<file path="config.mk">
export PLATFORM = sky130hd
export DESIGN_NAME = axi_read_arbiter
export DESIGN_NICKNAME = d
export VERILOG_FILES = /design/src/rtl/axi_arb_pkg.sv /design/src/rtl/rr_arb2.sv /design/src/rtl/axi_read_arbiter.sv
export SDC_FILE = /design/constraint.sdc
export NUM_CORES = 1
export LEC_CHECK = 0
export CAP_MARGIN = 20
export CORE_AREA = 2 2 170 172
export DETAILED_ROUTE_END_ITERATION = 6
export DIE_AREA = 0 0 172 174
export PLACE_DENSITY = 0.55
export SLEW_MARGIN = 20
export SYNTH_ARGS = -nofsm -noshare
export SYNTH_HDL_FRONTEND = slang
export SYNTH_HIERARCHICAL = 1
export SYNTH_SLANG_ARGS = --single-unit
</file>
<file path="constraint.sdc">
create_clock -name clk -period 2.8 [get_ports clk]
set_input_delay 0.56 -clock clk [delete_from_list [all_inputs] [get_ports clk]]
set_output_delay 0.56 -clock clk [all_outputs]
set_load 0.05 [all_outputs]
</file>
<file path="src/rtl/axi_arb_pkg.sv">
// axi_arb_pkg: shared types and constants for the AXI read arbiter.
package axi_arb_pkg;
  typedef enum logic [1:0] {IDLE, ADDR, DATA} state_t;
  typedef enum logic {REQ_IF = 1'b0, REQ_LD = 1'b1} req_t;
  localparam logic [1:0] BURST_FIXED = 2'd0;
  localparam logic [1:0] BURST_INCR  = 2'd1;
  localparam logic [1:0] BURST_WRAP  = 2'd2;
endpackage

</file>
<file path="src/rtl/rr_arb2.sv">
// rr_arb2: two-way round-robin grant; a tie goes to the side not granted last.
module rr_arb2 (
  input  logic [1:0] req,
  input  logic       last,
  output logic       valid,
  output logic       gnt
);
  assign valid = |req;
  assign gnt   = &req ? ~last : req[1];
endmodule

</file>
<file path="src/rtl/axi_read_arbiter.sv">
// axi_read_arbiter: shares one AXI4 read master between fetch and load requesters,
// one burst at a time, with round-robin grants and rlast placement checking.
module axi_read_arbiter
  import axi_arb_pkg::*;
#(
  parameter int ADDR_W = 64,
  parameter int DATA_W = 64
) (
  input  logic              clk,
  input  logic              reset,
  input  logic              if_arvalid,
  output logic              if_arready,
  input  logic [ADDR_W-1:0] if_araddr,
  input  logic [7:0]        if_arlen,
  input  logic [2:0]        if_arsize,
  input  logic [1:0]        if_arburst,
  output logic [DATA_W-1:0] if_rdata,
  output logic              if_rvalid,
  input  logic              if_rready,
  output logic              if_rlast,
  input  logic              ld_arvalid,
  output logic              ld_arready,
  input  logic [ADDR_W-1:0] ld_araddr,
  input  logic [7:0]        ld_arlen,
  input  logic [2:0]        ld_arsize,
  input  logic [1:0]        ld_arburst,
  output logic [DATA_W-1:0] ld_rdata,
  output logic              ld_rvalid,
  input  logic              ld_rready,
  output logic              ld_rlast,
  output logic [ADDR_W-1:0] m_axi_araddr,
  output logic [7:0]        m_axi_arlen,
  output logic [2:0]        m_axi_arsize,
  output logic [1:0]        m_axi_arburst,
  output logic              m_axi_arvalid,
  input  logic              m_axi_arready,
  input  logic [DATA_W-1:0] m_axi_rdata,
  input  logic              m_axi_rvalid,
  input  logic              m_axi_rlast,
  output logic              m_axi_rready,
  output logic              busy,
  output logic              owner,
  output logic              protocol_err
);
  state_t state, state_nx;
  req_t own_q, last_q;
  logic [7:0] beat_q;
  logic req_any, gnt, take, fwd_if, fwd_ld, hs;
  rr_arb2 u_arb (
    .req   ({ld_arvalid, if_arvalid}),
    .last  (last_q),
    .valid (req_any),
    .gnt   (gnt)
  );
  // gating with reset keeps arready low while reset is held
  assign take = reset && state == IDLE && req_any;
  assign if_arready = take && !gnt;
  assign ld_arready = take && gnt;
  assign fwd_if = state == DATA && own_q == REQ_IF;
  assign fwd_ld = state == DATA && own_q == REQ_LD;
  assign if_rvalid = fwd_if && m_axi_rvalid;
  assign if_rlast  = fwd_if && m_axi_rlast;
  assign if_rdata  = fwd_if ? m_axi_rdata : '0;
  assign ld_rvalid = fwd_ld && m_axi_rvalid;
  assign ld_rlast  = fwd_ld && m_axi_rlast;
  assign ld_rdata  = fwd_ld ? m_axi_rdata : '0;
  assign m_axi_rready = (fwd_if && if_rready) || (fwd_ld && ld_rready);
  assign hs = m_axi_rvalid && m_axi_rready;
  assign m_axi_arvalid = state == ADDR;
  assign busy = state != IDLE;
  assign owner = own_q;
  always_comb begin
    state_nx = state;
    state_nx = (state == IDLE && take)                ? ADDR :
               (state == ADDR && m_axi_arready)       ? DATA :
               (state == DATA && hs && m_axi_rlast)   ? IDLE : state;
  end
  always_ff @(posedge clk or negedge reset)
    if (!reset) state <= IDLE;
    else state <= state_nx;
  always_ff @(posedge clk or negedge reset) begin
    if (!reset) begin
      own_q         <= REQ_IF;
      last_q        <= REQ_LD;
      beat_q        <= '0;
      m_axi_araddr  <= '0;
      m_axi_arlen   <= '0;
      m_axi_arsize  <= '0;
      m_axi_arburst <= '0;
      protocol_err  <= 1'b0;
    end else begin
      if (take) begin
        own_q         <= req_t'(gnt);
        m_axi_araddr  <= gnt ? ld_araddr : if_araddr;
        m_axi_arlen   <= gnt ? ld_arlen : if_arlen;
        m_axi_arsize  <= gnt ? ld_arsize : if_arsize;
        m_axi_arburst <= gnt ? ld_arburst : if_arburst;
        beat_q        <= '0;
      end
      if (hs) begin
        beat_q <= beat_q + 8'd1;
        // rlast must land exactly on the beat whose index equals the granted arlen
        if (m_axi_rlast != (beat_q == m_axi_arlen)) protocol_err <= 1'b1;
        if (m_axi_rlast) last_q <= own_q;
      end
    end
  end
endmodule

</file>
==> results.md <==
* Status: finished clean
* Mux cell area share after synthesis at between 15 and 20%
* Vias at about 5.4k
* GPL Wtd Cong at approximately 0.75
* Die Ht at 174 um
* Tcrit/Tclk final at between 80% and 90%
* Largest family of logic cells by synthesized area: simple AND/OR/NAND/NOR gates
* Via density at a little under 4
* Postcts setup bufs at 0
* GRT overflow at 0
* Vias in the first global route at approximately 5.4k
* Core area at 28,200 um^2
* Final Hold Fails at 0
* Synth Area in XOR/XNOR at 1.36%
* Rel. slew slack at about three fifths
* Final WL at between 20,000 and 25,000 um
* Complex-gate fraction of the synthesized area at 8.89%
* Max Cap Violations at 0
* Peak Freq at roughly 0.40 GHz
* Commonest non-fill, non-tap cell in the layout: clkdlybuf4s50_1
* Die Wd at around 170 um
* Worst path cell trace: nor2b_1 -> clkdlybuf4s50_1
* Initial antenna violation count at 3
* CTS tree: built
* Static Leak at between 5 and 6 nW
* Critical path startpoint category: register
* Clk_lat worst skew at around 0.34 ns
* TNS Setup at 0 ns
* Largest stage delay, worst path at approximately 0.9 ns
* Final setup fails at 0
* I/O pin count at between 400 and 500
* Clk_skew at ~0.012 ns
* Post-synthesis sequential area ratio at a little over two fifths
* PnR Total Power at roughly 0.013 W
* Nets at 1,214
* # hold bufs at CTS at 0
* Fin. max-slew vios at 0
* Syn Nets at 786
* Pin count of the biggest net entering global routing at 93
* Dpl hpwl at just under 20,000 um
* Synth Area per Inst at around 9.2 um^2
* Setup slack after placement at between 0.3 and 0.4 ns
* IR drop worst, VDD at roughly 0.48 mV
* Routed Antenna Nets at 0
* Most frequent cells in the layout: 306 x clkdlybuf4s50_1, 133 x and2_1, 129 x buf_12
* Syn. warnings at 6
* CTS root buffer: clkbuf_16
* Pwr dens at approximately 1100 nW/um^2
* Worst Hold Class: in -> async
* IO Port Bufs at about 440
* Worst slew pin tran at ~0.63 ns
* R2R depth at 5
* Residual DRC count at 0
* Initial Util at 18.2%
* Worst-path maximum fanout at 6
* Clock buffer depth at 2
* Die area at around 30,000 um^2
* Clock Sinks at 90
* Global-route wire length before repair at 33,400 um
* Worst setup EP type: output port
* Layout cell share with drive strength beyond 1 at between 10% and 20%
* Post-synthesis adder-cell area fraction at less than 1%
* Synthesis-to-layout area growth at 126%
* Clock transition at path regs at about 0.070 ns
* Post-DR wirelength/cell at between 15 and 20 um
* Slowest cell on crit path: clkdlybuf4s50_1
* Level count of the clock H-tree at 3
* WS Path Type: reg -> out
* RSZ-0062 raised after global routing: no
* Mapped cell area at ~5200 um^2
* Worst EP required at around 2.2 ns
* Simple-gate area share of the yosys netlist at 25.2%
* Number of buffers created by CTS at 9
* Arrival time worst endpoint at approximately 2.0 ns
* Seq cells post-synth at 90
* Total GRT Usage at 15.0%
* Row cnt at 62
* Starting DRT DRC Count at 176
* Minimum clock period at between 2 and 3 ns
* PnR worst setup slack at roughly 0.28 ns
* Pre-Repair DR Iteration Count at 4
* Cells after Synth at approximately 560
* Unique masters post-synth at 32
* Post-CTS Resized at 0
==> power breakdown <==
part,internal (W),switching [W]
logic,0.00362,0.00549
registers,0.00187,0.000380
clock network,0.000717,0.000533
==> metrics by stage <==
step	cells	hold WS (ns)	area, um^2	utilization [%]
finish	1377	0.355	11600	41.2
global route	1377	0.405	11600	41.2
CTS	1374	0.367	11600	41.1
detailed placement	1359	0.469	11300	40.1
global placement	1359	0.460	11300	40.1
floorplan	558	0.264	5150	-
==> synthesized netlist by cell type, drive strengths merged <==
| cell | number | area share, % |
|---|---|---|
| and4b | 1 | 0.22 |
| dfrtp | 89 | 43 |
| nor2 | 3 | 0.22 |
| a21boi | 1 | 0.15 |
| xor2 | 8 | 1.4 |
| nand2 | 85 | 6.2 |
| mux2 | 5 | 1.1 |
| a21oi | 2 | 0.19 |
| buf | 8 | 0.87 |
| nor4 | 2 | 0.24 |
| nand4 | 2 | 0.24 |
| ha | 1 | 0.24 |
| inv | 4 | 0.29 |
| mux2i | 82 | 16 |
| clkbuf | 33 | 2.4 |
| nor3b | 1 | 0.15 |
| a22o | 2 | 0.34 |
| or2 | 1 | 0.12 |
| o21ai | 81 | 7.9 |
| nand3 | 2 | 0.19 |
| nor3 | 1 | 0.097 |
| nor2b | 2 | 0.24 |
| a211o | 1 | 0.17 |
| a21o | 1 | 0.17 |
| and3 | 4 | 0.49 |
| nor4b | 1 | 0.46 |
| and2 | 134 | 16 |
| dfstp | 1 | 0.51 |
==> worst max-delay path: cells and delay by family, from the launching register on <==
family	cells	cell delay (ns)
flops	1	0.50
simple gates	1	0.21
buf+inv	1	0.91
==> flip-flops by register name (all words and copies together) (netlist names) <==
name and count:
m_axi_araddr 64, last_q 1, beat_q 8, protocol_err 1, m_axi_arlen 8, owner 1
state 2, m_axi_arburst 2, m_axi_arsize 3
==> final cells by class <==
type | instances | area [um^2]
repair buffers | 458 | 5820
multi-input cells | 423 | 2750
flip-flops and latches | 90 | 2250
fillers | 2795 | 16600
clock inverters | 5 | 62.6
well taps | 384 | 480
clock buffers | 10 | 239
inverters | 4 | 15.0
diodes | 3 | 7.51
==> cell families after synthesis <==
| kind of cell | after synthesis |
|---|---|
| and+or+nand+nor | 239 |
| DFF | 90 |
| AOI/OAI and AO/OA | 88 |
| xor gates and xnor gates | 8 |
| muxes | 87 |
| adders and majority gates | 1 |
| buffers and inverters | 45 |
==> layer usage <==
layer	vias to the layer above	GRT usage (%)	wire [um]
li1	2707	-	-
met2	248	28.4	12500
met5	-	0	0
met3	14	4.92	2180
met1	2439	15.7	8310
met4	0	3.99	321
==> worst paths after layout <==
path | start | endpoint | slack (ns)
worst max register to register | owner$_DFFE_PN0N_ | last_q$_DFFE_PN1P_ | 1.04
max in group asynchronous | reset | m_axi_araddr[28]$_DFFE_PN0N_ | 1.38
worst max-delay path | state[0]$_DFFE_PN0P_ | m_axi_arvalid | 0.28
worst min register to register | m_axi_araddr[63]$_DFFE_PN0N_ | m_axi_araddr[63]$_DFFE_PN0N_ | 0.48
worst min-delay path | reset | m_axi_arlen[0]$_DFFE_PN0N_ | 0.35
min in group clk | m_axi_araddr[63]$_DFFE_PN0N_ | m_axi_araddr[63]$_DFFE_PN0N_ | 0.48
(Power assumes the default switching activity.)
